--- config.mk ---
export PLATFORM = sky130hd
export DESIGN_NAME = dbus_arbiter_flat
export DESIGN_NICKNAME = d
export VERILOG_FILES = /design/src/rtl/dbus_arbiter_if.sv /design/src/rtl/dbus_arbiter.sv /design/src/flat_wrapper.sv
export SDC_FILE = /design/constraint.sdc
export NUM_CORES = 1
export LEC_CHECK = 0
export CAP_MARGIN = 25
export CORE_ASPECT_RATIO = 1.25
export CORE_MARGIN = 5
export CORE_UTILIZATION = 41
export DETAILED_ROUTE_END_ITERATION = 16
export GPL_ROUTABILITY_DRIVEN = 1
export PLACE_DENSITY = 0.82
export SLEW_MARGIN = 20
export SYNTH_ARGS = -nofsm -noshare
export SYNTH_HDL_FRONTEND = slang
export SYNTH_SLANG_ARGS = --single-unit
--- constraint.sdc ---
create_clock -name clk_i -period 2 [get_ports clk_i]
set_input_delay 0.5 -clock clk_i [delete_from_list [all_inputs] [get_ports clk_i]]
set_output_delay 0.5 -clock clk_i [all_outputs]
set_load 0.1 [all_outputs]
--- src/rtl/dbus_arbiter_if.sv ---
// Command/response bundle for one side of the data-bus arbiter (requester or memory).
// Pure wiring, no latency.
// Command is valid/ready; response is a ready-less one-cycle valid pulse.
interface dbus_arbiter_if #(
   parameter int ADDR_W = 32,
   parameter int DATA_W = 32
);
   logic                  cmd_valid;
   logic                  cmd_ready;
   logic [ADDR_W-1:0]     cmd_addr;
   logic                  cmd_we;
   logic [DATA_W-1:0]     cmd_wdata;
   logic [DATA_W/8-1:0]   cmd_wstrb;
   logic                  rsp_valid;
   logic [DATA_W-1:0]     rsp_rdata;

   // Master issues commands and consumes responses.
   modport master (
      output cmd_valid, cmd_addr, cmd_we, cmd_wdata, cmd_wstrb,
      input  cmd_ready, rsp_valid, rsp_rdata
   );

   // Slave accepts commands and produces responses.
   modport slave (
      input  cmd_valid, cmd_addr, cmd_we, cmd_wdata, cmd_wstrb,
      output cmd_ready, rsp_valid, rsp_rdata
   );
endinterface

--- src/rtl/dbus_arbiter.sv ---
// Two-port arbiter (CPU dbus = p0, framebuffer fetch = p1) onto one data-memory port, one transaction in flight.
// Latency: read accept c0 -> mem cmd c1 -> rsp routed back c3 with 0-wait memory; write returns to idle at c2.
// Backpressure: requesters see ready only in IDLE for the granted port; mem_cmd_valid holds until mem_cmd_ready.
module dbus_arbiter #(
   parameter int ADDR_W       = 32,
   parameter int DATA_W       = 32,
   parameter int ARB_MODE     = 0,
   parameter int STARVE_LIMIT = 4
) (
   input  logic           clk_i,
   input  logic           rst_n,
   dbus_arbiter_if.slave  p0,
   dbus_arbiter_if.slave  p1,
   dbus_arbiter_if.master mem,
   output logic           err_o
);
   localparam int STRB_W = DATA_W / 8;
   localparam int CNT_W  = $clog2(STARVE_LIMIT + 1);
   localparam logic [CNT_W-1:0] STARVE_MAX = CNT_W'(STARVE_LIMIT);

   typedef enum logic [1:0] {
      S_IDLE  = 2'd0,
      S_ISSUE = 2'd1,
      S_WAIT  = 2'd2
   } state_t;

   state_t              state_q,  state_d;
   logic                port_q,   port_d;     // requester that owns the in-flight command
   logic                rr_ptr_q, rr_ptr_d;   // 1 = port 1 wins the next tie
   logic [CNT_W-1:0]    starve_q, starve_d;
   logic [ADDR_W-1:0]   addr_q,   addr_d;
   logic                we_q,     we_d;
   logic [DATA_W-1:0]   wdata_q,  wdata_d;
   logic [STRB_W-1:0]   wstrb_q,  wstrb_d;
   logic                mem_vld_q, mem_vld_d;
   logic                rsp0_vld_q, rsp0_vld_d;
   logic                rsp1_vld_q, rsp1_vld_d;
   logic [DATA_W-1:0]   rdata0_q, rdata0_d;
   logic [DATA_W-1:0]   rdata1_q, rdata1_d;
   logic                err_q,    err_d;

   logic                grant0;
   logic                grant1;
   logic                accept;

   // Pick a winner among the valid requesters; a lone requester always wins.
   always_comb begin
      grant0 = 1'b0;
      grant1 = 1'b0;
      if (p0.cmd_valid && p1.cmd_valid) begin
         if (ARB_MODE == 0) begin
            grant1 = rr_ptr_q;
         end else begin
            grant1 = (starve_q == STARVE_MAX);
         end
         grant0 = ~grant1;
      end else begin
         grant0 = p0.cmd_valid;
         grant1 = p1.cmd_valid;
      end
   end

   assign accept       = (state_q == S_IDLE) && (grant0 || grant1);
   assign p0.cmd_ready = (state_q == S_IDLE) && grant0;
   assign p1.cmd_ready = (state_q == S_IDLE) && grant1;

   // Next-state for the FSM, latched command, arbitration history and response routing.
   always_comb begin
      state_d    = state_q;
      port_d     = port_q;
      rr_ptr_d   = rr_ptr_q;
      starve_d   = starve_q;
      addr_d     = addr_q;
      we_d       = we_q;
      wdata_d    = wdata_q;
      wstrb_d    = wstrb_q;
      mem_vld_d  = mem_vld_q;
      rsp0_vld_d = 1'b0;
      rsp1_vld_d = 1'b0;
      rdata0_d   = rdata0_q;
      rdata1_d   = rdata1_q;
      err_d      = err_q;

      case (state_q)
         S_IDLE: begin
            if (accept) begin
               state_d   = S_ISSUE;
               mem_vld_d = 1'b1;
               port_d    = grant1;
               addr_d    = grant1 ? p1.cmd_addr  : p0.cmd_addr;
               we_d      = grant1 ? p1.cmd_we    : p0.cmd_we;
               wdata_d   = grant1 ? p1.cmd_wdata : p0.cmd_wdata;
               wstrb_d   = grant1 ? p1.cmd_wstrb : p0.cmd_wstrb;
               // Favour whichever port did not just win.
               rr_ptr_d  = grant0;
               if (ARB_MODE != 0) begin
                  if (grant1) begin
                     starve_d = '0;
                  end else if (p1.cmd_valid && (starve_q != STARVE_MAX)) begin
                     starve_d = starve_q + 1'b1;
                  end
               end
            end
         end
         S_ISSUE: begin
            if (mem.cmd_ready) begin
               mem_vld_d = 1'b0;
               state_d   = we_q ? S_IDLE : S_WAIT;
            end
         end
         S_WAIT: begin
            if (mem.rsp_valid) begin
               state_d = S_IDLE;
               if (port_q) begin
                  rsp1_vld_d = 1'b1;
                  rdata1_d   = mem.rsp_rdata;
               end else begin
                  rsp0_vld_d = 1'b1;
                  rdata0_d   = mem.rsp_rdata;
               end
            end
         end
         default: begin
            state_d   = S_IDLE;
            mem_vld_d = 1'b0;
         end
      endcase

      // A response with no read outstanding is a protocol error; it is dropped.
      if (mem.rsp_valid && (state_q != S_WAIT)) begin
         err_d = 1'b1;
      end
   end

   // State registers with synchronous active-low reset.
   always_ff @(posedge clk_i) begin
      if (!rst_n) begin
         state_q    <= S_IDLE;
         port_q     <= 1'b0;
         rr_ptr_q   <= 1'b0;
         starve_q   <= '0;
         addr_q     <= '0;
         we_q       <= 1'b0;
         wdata_q    <= '0;
         wstrb_q    <= '0;
         mem_vld_q  <= 1'b0;
         rsp0_vld_q <= 1'b0;
         rsp1_vld_q <= 1'b0;
         rdata0_q   <= '0;
         rdata1_q   <= '0;
         err_q      <= 1'b0;
      end else begin
         state_q    <= state_d;
         port_q     <= port_d;
         rr_ptr_q   <= rr_ptr_d;
         starve_q   <= starve_d;
         addr_q     <= addr_d;
         we_q       <= we_d;
         wdata_q    <= wdata_d;
         wstrb_q    <= wstrb_d;
         mem_vld_q  <= mem_vld_d;
         rsp0_vld_q <= rsp0_vld_d;
         rsp1_vld_q <= rsp1_vld_d;
         rdata0_q   <= rdata0_d;
         rdata1_q   <= rdata1_d;
         err_q      <= err_d;
      end
   end

   assign mem.cmd_valid = mem_vld_q;
   assign mem.cmd_addr  = addr_q;
   assign mem.cmd_we    = we_q;
   assign mem.cmd_wdata = wdata_q;
   assign mem.cmd_wstrb = wstrb_q;

   assign p0.rsp_valid  = rsp0_vld_q;
   assign p0.rsp_rdata  = rdata0_q;
   assign p1.rsp_valid  = rsp1_vld_q;
   assign p1.rsp_rdata  = rdata1_q;

   assign err_o         = err_q;
endmodule

--- src/flat_wrapper.sv ---
// flat-port wrapper written by rule: the top's interface ports become plain ports
module dbus_arbiter_flat 
#(
   parameter int ADDR_W       = 32,
   parameter int DATA_W       = 32,
   parameter int ARB_MODE     = 0,
   parameter int STARVE_LIMIT = 4
)
  (clk_i, rst_n, err_o, p0_cmd_valid, p0_cmd_addr, p0_cmd_we, p0_cmd_wdata, p0_cmd_wstrb, p0_cmd_ready, p0_rsp_valid, p0_rsp_rdata, p1_cmd_valid, p1_cmd_addr, p1_cmd_we, p1_cmd_wdata, p1_cmd_wstrb, p1_cmd_ready, p1_rsp_valid, p1_rsp_rdata, mem_cmd_valid, mem_cmd_addr, mem_cmd_we, mem_cmd_wdata, mem_cmd_wstrb, mem_cmd_ready, mem_rsp_valid, mem_rsp_rdata);
  dbus_arbiter_if #(.ADDR_W(ADDR_W), .DATA_W(DATA_W)) p0_i ();
  dbus_arbiter_if #(.ADDR_W(ADDR_W), .DATA_W(DATA_W)) p1_i ();
  dbus_arbiter_if #(.ADDR_W(ADDR_W), .DATA_W(DATA_W)) mem_i ();
  input  logic clk_i;
  input  logic rst_n;
  output logic err_o;
  input wire logic [$bits(p0_i.cmd_valid)-1:0] p0_cmd_valid;
  input wire logic [$bits(p0_i.cmd_addr)-1:0] p0_cmd_addr;
  input wire logic [$bits(p0_i.cmd_we)-1:0] p0_cmd_we;
  input wire logic [$bits(p0_i.cmd_wdata)-1:0] p0_cmd_wdata;
  input wire logic [$bits(p0_i.cmd_wstrb)-1:0] p0_cmd_wstrb;
  output wire logic [$bits(p0_i.cmd_ready)-1:0] p0_cmd_ready;
  output wire logic [$bits(p0_i.rsp_valid)-1:0] p0_rsp_valid;
  output wire logic [$bits(p0_i.rsp_rdata)-1:0] p0_rsp_rdata;
  input wire logic [$bits(p1_i.cmd_valid)-1:0] p1_cmd_valid;
  input wire logic [$bits(p1_i.cmd_addr)-1:0] p1_cmd_addr;
  input wire logic [$bits(p1_i.cmd_we)-1:0] p1_cmd_we;
  input wire logic [$bits(p1_i.cmd_wdata)-1:0] p1_cmd_wdata;
  input wire logic [$bits(p1_i.cmd_wstrb)-1:0] p1_cmd_wstrb;
  output wire logic [$bits(p1_i.cmd_ready)-1:0] p1_cmd_ready;
  output wire logic [$bits(p1_i.rsp_valid)-1:0] p1_rsp_valid;
  output wire logic [$bits(p1_i.rsp_rdata)-1:0] p1_rsp_rdata;
  output wire logic [$bits(mem_i.cmd_valid)-1:0] mem_cmd_valid;
  output wire logic [$bits(mem_i.cmd_addr)-1:0] mem_cmd_addr;
  output wire logic [$bits(mem_i.cmd_we)-1:0] mem_cmd_we;
  output wire logic [$bits(mem_i.cmd_wdata)-1:0] mem_cmd_wdata;
  output wire logic [$bits(mem_i.cmd_wstrb)-1:0] mem_cmd_wstrb;
  input wire logic [$bits(mem_i.cmd_ready)-1:0] mem_cmd_ready;
  input wire logic [$bits(mem_i.rsp_valid)-1:0] mem_rsp_valid;
  input wire logic [$bits(mem_i.rsp_rdata)-1:0] mem_rsp_rdata;
  assign p0_i.cmd_valid = p0_cmd_valid;
  assign p0_i.cmd_addr = p0_cmd_addr;
  assign p0_i.cmd_we = p0_cmd_we;
  assign p0_i.cmd_wdata = p0_cmd_wdata;
  assign p0_i.cmd_wstrb = p0_cmd_wstrb;
  assign p0_cmd_ready = p0_i.cmd_ready;
  assign p0_rsp_valid = p0_i.rsp_valid;
  assign p0_rsp_rdata = p0_i.rsp_rdata;
  assign p1_i.cmd_valid = p1_cmd_valid;
  assign p1_i.cmd_addr = p1_cmd_addr;
  assign p1_i.cmd_we = p1_cmd_we;
  assign p1_i.cmd_wdata = p1_cmd_wdata;
  assign p1_i.cmd_wstrb = p1_cmd_wstrb;
  assign p1_cmd_ready = p1_i.cmd_ready;
  assign p1_rsp_valid = p1_i.rsp_valid;
  assign p1_rsp_rdata = p1_i.rsp_rdata;
  assign mem_cmd_valid = mem_i.cmd_valid;
  assign mem_cmd_addr = mem_i.cmd_addr;
  assign mem_cmd_we = mem_i.cmd_we;
  assign mem_cmd_wdata = mem_i.cmd_wdata;
  assign mem_cmd_wstrb = mem_i.cmd_wstrb;
  assign mem_i.cmd_ready = mem_cmd_ready;
  assign mem_i.rsp_valid = mem_rsp_valid;
  assign mem_i.rsp_rdata = mem_rsp_rdata;
  dbus_arbiter #(.ADDR_W(ADDR_W), .DATA_W(DATA_W), .ARB_MODE(ARB_MODE), .STARVE_LIMIT(STARVE_LIMIT)) u_core (.clk_i(clk_i), .rst_n(rst_n), .p0(p0_i), .p1(p1_i), .mem(mem_i), .err_o(err_o));
endmodule
# After elaboration in Yosys (flattened, before gate mapping)

Index checks and enable logic that the tools add are counted.
W data, S select, Z words.

Bitwise logic cells: 3
Reduce and logical (&&, ||, !) cells: 13
Mux-type cells: 17
Equal/unequal tests: 6

Operators by type and width:

| cell                 | count |
|---|---|
| $mux W32             | 2 |
| $reduce_and A3 Y1    | 5 |
| $mux W1              | 8 |
| $mux W2              | 4 |
| $ne A2 B2 Y1 const B | 3 |
| $pmux W2 S3          | 1 |
| $logic_and A1 B1 Y1  | 5 |
| $mux W4              | 1 |
| $not A1 Y1           | 3 |
| $pmux W1 S3          | 1 |
| $eq A2 B1 Y1 const B | 1 |
| $eq A2 B2 Y1 const B | 1 |
| $logic_not A2 Y1     | 1 |
| $ne A2 B1 Y1 const B | 1 |
| $reduce_and A2 Y1    | 1 |
| $logic_or A1 B1 Y1   | 1 |

Bits of input ports: 176
Register bits after elaboration: 141
Word-level logic and storage cells: 52
Output and inout bits: 139

# Longest topological paths before layout

Depth in word-level cells: 8
Depth in mapped cells: 6

# Worst setup path after synthesis

OpenSTA, ideal clock, no wires.

Path type: in2out
Start: input p1_cmd_valid
End: output p0_cmd_ready
Data arrival time: 2.444 ns
Setup slack: -0.944 ns
Stages on the path: 4
Cells stage by stage: buf_4 buf_6 clkbuf_1 a21oi_1

Word-level cells in the longest chain between the ends: 3

RTL lines:

| element             | RTL line           | source |
|---|---|---|
| start: declaration  | flat_wrapper.sv:24 | `input wire logic [$bits(p1_i.cmd_valid)-1:0] p1_cmd_valid;` |
| $logic_and A1 B1 Y1 | dbus_arbiter.sv:50 | `if (p0.cmd_valid && p1.cmd_valid) begin` |
| $mux W1             | dbus_arbiter.sv:50 |  |
| $logic_and A1 B1 Y1 | dbus_arbiter.sv:64 | `assign p0.cmd_ready = (state_q == S_IDLE) && grant0;` |
| end: declaration    | flat_wrapper.sv:21 | `output wire logic [$bits(p0_i.cmd_ready)-1:0] p0_cmd_ready;` |

No other way between the ends.

# Final worst setup path

Start: register u_core.rr_ptr_q
End: output p1_cmd_ready

Word-level cells in the longest chain between the ends: 3

RTL lines:

| element                  | RTL line            | source |
|---|---|---|
| start: declaration       | dbus_arbiter.sv:29  | `logic rr_ptr_q, rr_ptr_d;` |
| start signal: assignment | dbus_arbiter.sv:155 | `rr_ptr_q <= rr_ptr_d;` |
| $mux W1 (2 in a row)     | dbus_arbiter.sv:50  |  |
| $logic_and A1 B1 Y1      | dbus_arbiter.sv:65  | `assign p1.cmd_ready = (state_q == S_IDLE) && grant1;` |
| end: declaration         | flat_wrapper.sv:29  | `output wire logic [$bits(p1_i.cmd_ready)-1:0] p1_cmd_ready;` |

No other way between the ends. The select of a mux whose other input is x is not followed.

==> out/summary.log <==
qor: critical_path.setup_cp_type reg -> out
qor: critical_path.timing.critical_path.arrival 1.40 ns
qor: sta.report.final.slew_viol_count 0
qor: power_and_ir_drop.power.combinational.fraction 32.3%
qor: place.detailed_place_hpwl 15700 um
qor: global_route.grt_first_pass_wirelength 32800 um
qor: synthesis.dominantRegCellSynth dfxtp_1
qor: power_and_ir_drop.power 9.67 mW
qor: global_route.antenna_found_initial 1
qor: power_and_ir_drop.switching_share 35.8%
qor: sta.worst-slew-pin-transition 0.343 ns
qor: routing.avgRoutedWirePerCell 18.4 um
qor: floorplan.core-area 0.0151 mm^2
qor: global_route.grt_remaining_overflow 0
qor: floorplan.die_height 149 um
qor: sta.timing.fmax 0.527 GHz
qor: outcome.run_status finished, final reports clean
qor: sta.max_slew_margin 77.1%
qor: synthesis.async_flop_share 0%
qor: routing.detail_route.first_pass.iterations 4
qor: global_route.grt_max_degree 71
qor: synthesis.post_synth_cell_types 29
qor: synthesis.syn-instance-count 692
qor: floorplan.die_area 0.0181 mm^2
qor: power_and_ir_drop.switching_power 3.46 mW
qor: synthesis.synthesis.nets 868
qor: routing.route.antenna.remaining_nets 0
qor: cts.maximum_clock_path_buffer_count 2
qor: cells_and_area.area_growth_syn_to_layout 62.2%
qor: synthesis.synth.ff_latch_count 141
qor: cts.numClockSinks 141
qor: cells_and_area.num-nets-final 1145
qor: cts.clkLatencyLatePin 0.42 ns
qor: cts.cts.htree.levels 4
qor: sta.tns 0 ns
qor: sta.finalSetupViolations 0
qor: routing.viasPerCell 5.44
qor: place.placement.cell_area 0.00961 mm^2
qor: cts.cts_made_buffers 17
qor: power_and_ir_drop.leakage 4.50 nW
qor: synthesis.biggest_area_contributors_in_the_synthesized_netlist dfxtp_1, o311a_1, o21bai_1
qor: sta.rsz0062_at_grt no
qor: sta.period_minus_slack 1.90 ns
qor: synthesis.synthDominantCellAreaShare 44.5%
qor: floorplan.floorplan.io_pins 315
qor: synthesis.yosysMostFrequentCell dfxtp_1
qor: synthesis.synth-edff-count 0
qor: place.place_congestion 0.793
qor: critical_path.critPathLaunchType register
qor: floorplan.initial_util 42.0%
qor: flow_run.maxcap_viol_count 0
qor: power_and_ir_drop.vdd_drop_max 0.716 mV
qor: routing.first_iter_violations 364
qor: sta.finalClockSkew 0.00753 ns
qor: synthesis.syn_avg_cell_area 9.16 um^2
qor: routing.detailed_route_drc_error_count 0
qor: cts.path_clk_slew 0.06 ns
qor: synthesis.seq_area_frac_synth 44.5%
qor: min_path.timing.hold.worst.class reg -> reg
qor: synthesis.synth_area_leader_cell dfxtp_1
qor: cells_and_area.drive_above_1_share 21.8%
qor: synthesis.synth.top_cells.by_count dfxtp_1, and3_1, o21bai_1, o311a_1, a21boi_0
qor: floorplan.std_cell_rows 50
qor: critical_path.maximum_net_fanout_on_the_critical_path 4
qor: cts.cts_tree built
qor: global_route.grt_pass1_vias 6202
qor: power_and_ir_drop.design_internal_power 6.21 mW
qor: cells_and_area.layout.cell_area.non_filler 0.0103 mm^2
qor: routing.detail_route.wirelength 21900 um
qor: sta.finalHoldViolCount 0
qor: power_and_ir_drop.seq_power_share 32.2%
qor: synthesis.synth.cell_area 0.00634 mm^2
qor: floorplan.width_of_the_die 121 um
qor: routing.total_number_of_vias 6479
qor: power_and_ir_drop.clock_power_share 35.5%
qor: power_and_ir_drop.pwr_density_cell 940 mW/mm^2
qor: global_route.global_route.usage.total 23.0%
qor: critical_path.crit_required 1.50 ns
qor: critical_path.critical_path.endpoint_type output pin
qor: sta.post-route-period-util 94.9%
qor: cts.cts_root_buffer clkbuf_16
qor: place.io_buffers 314
qor: synthesis.ys.warnings.count 0
qor: cells_and_area.fillers 1230
[area by class of cell]
class / instances / area, um^2 / area share [%]
Timing Repair Buffer: 344 / 3410 / 33.2
Multi-Input combinational cell: 463 / 3120 / 30.4
Sequential cell: 141 / 2830 / 27.5
Clock buffer: 18 / 439 / 4.27
Tap cell: 208 / 260 / 2.53
Clock inverter: 14 / 205 / 2.00
Inverter: 2 / 11.3 / 0.110
Antenna cell: 1 / 2.50 / 0.0243
[power groups by stage]
stage | registers (mW) | logic [mW] | clock network, mW
floorplan | 4.51 | 0.793 | 0
global placement | 3.17 | 3.10 | 0
detailed placement | 3.17 | 3.11 | 0
CTS | 3.12 | 3.12 | 3.49
global route | 3.14 | 3.25 | 3.62
finish | 3.12 | 3.12 | 3.43
[per-stage QoR]
step                setup slack [ns]  hold slack [ns]  util, %  cells
finish                         0.101            0.462     68.2   1191
global route                  0.0370            0.477     68.2   1191
CTS                           0.0215            0.462     68.1   1188
detailed placement           -0.0702            0.452     63.8   1156
global placement             -0.0570            0.451     63.8   1156
floorplan                    0.00101            0.468        -    692
[critical path, cell delays in order (launching register included)]
cell	delay [ns]
dfxtp_2	0.39
nand2b_4	0.16
nand3_1	0.14
clkinvlp_4	0.12
buf_12	0.17
[registers in the layout (all words and copies together) (netlist names)]
name and count:
u_core.err_o 1, u_core.mem.cmd_addr 32, u_core.mem.cmd_valid 1, u_core.mem.cmd_wdata 32
u_core.mem.cmd_we 1, u_core.mem.cmd_wstrb 4, u_core.p0.rsp_rdata 32, u_core.p0.rsp_valid 1
u_core.p1.rsp_rdata 32, u_core.p1.rsp_valid 1, u_core.port_q 1, u_core.rr_ptr_q 1
u_core.state_q 2
[kinds of logic after synthesis]
| kind of cell | count (synthesis) | share of synthesized area (%) |
|---|---|---|
| AOI/OAI and AO/OA | 282 | 33.3 |
| DFF | 141 | 44.5 |
| and+or+nand+nor | 181 | 15.3 |
| buffers and inverters | 88 | 6.81 |
[layout by cell type (no fill, tap or decap)]
cell type        netlist  layout
clkdlybuf4s50_1        0     172
buf_4                  1     139
dfxtp_1              141     139
and3_1                69      69
o21bai_1              69      69
o311a_1               69      69
a21boi_0              68      68
nand3_1               65      65
o21ai_0               65      65
nand2_1               34      34
buf_12                 0      32
clkbuf_16              0      17
a21oi_1                6       5
inv_6                  0       5
nor2_1                 4       4
bufinv_16              0       4
clkinvlp_4             0       3
clkinv_4               0       3
nor2_4                 0       2
dfxtp_2                0       2
diode_2                0       1
a21oi_4                0       1
nand2b_4               0       1
nand4bb_2              0       1
nand4b_1               1       1
o21ai_4                0       1
or2_2                  0       1
a21boi_1               1       1
or3b_2                 1       1
inv_1                  2       1
a311oi_1               1       1
o21ai_1                1       1
nand2b_1               1       1
nor4bb_1               1       1
o21a_1                 1       1
clkbuf_8               0       1
dlygate4sd2_1          0       1
[final timing paths]
| path | start | to | slack (ns) | cells past startpoint |
|---|---|---|---|---|
| max | u_core.rr_ptr_q | p1_cmd_ready | 0.10 | 4 |
| min | u_core.mem.cmd_valid | u_core.mem.cmd_valid | 0.46 | 2 |
| max reg2reg | u_core.state_q[1] | u_core.mem.cmd_wdata[1] | 0.45 | 5 |
| min reg2reg | u_core.mem.cmd_valid | u_core.mem.cmd_valid | 0.46 | 2 |
[layer usage]
| layer | part of all wire, % | vias to the layer above | track usage [%] |
|---|---|---|---|
| li1 | - | 3147 | - |
| met1 | 37 | 3012 | 25.1 |
| met2 | 49 | 276 | 38.7 |
| met3 | 11 | 44 | 9.29 |
| met4 | 3.3 | 0 | 11.2 |
| met5 | 0 | - | 0 |
[repair_timing]
item,in CTS,in global routing
pin swaps,0,1
buffers inserted,0,2
endpoints found under the setup margin,2,2
cloned,0,0
resized for setup,3,1
hold buffers,0,0
No activity file was read; power rests on OpenSTA's default activity.
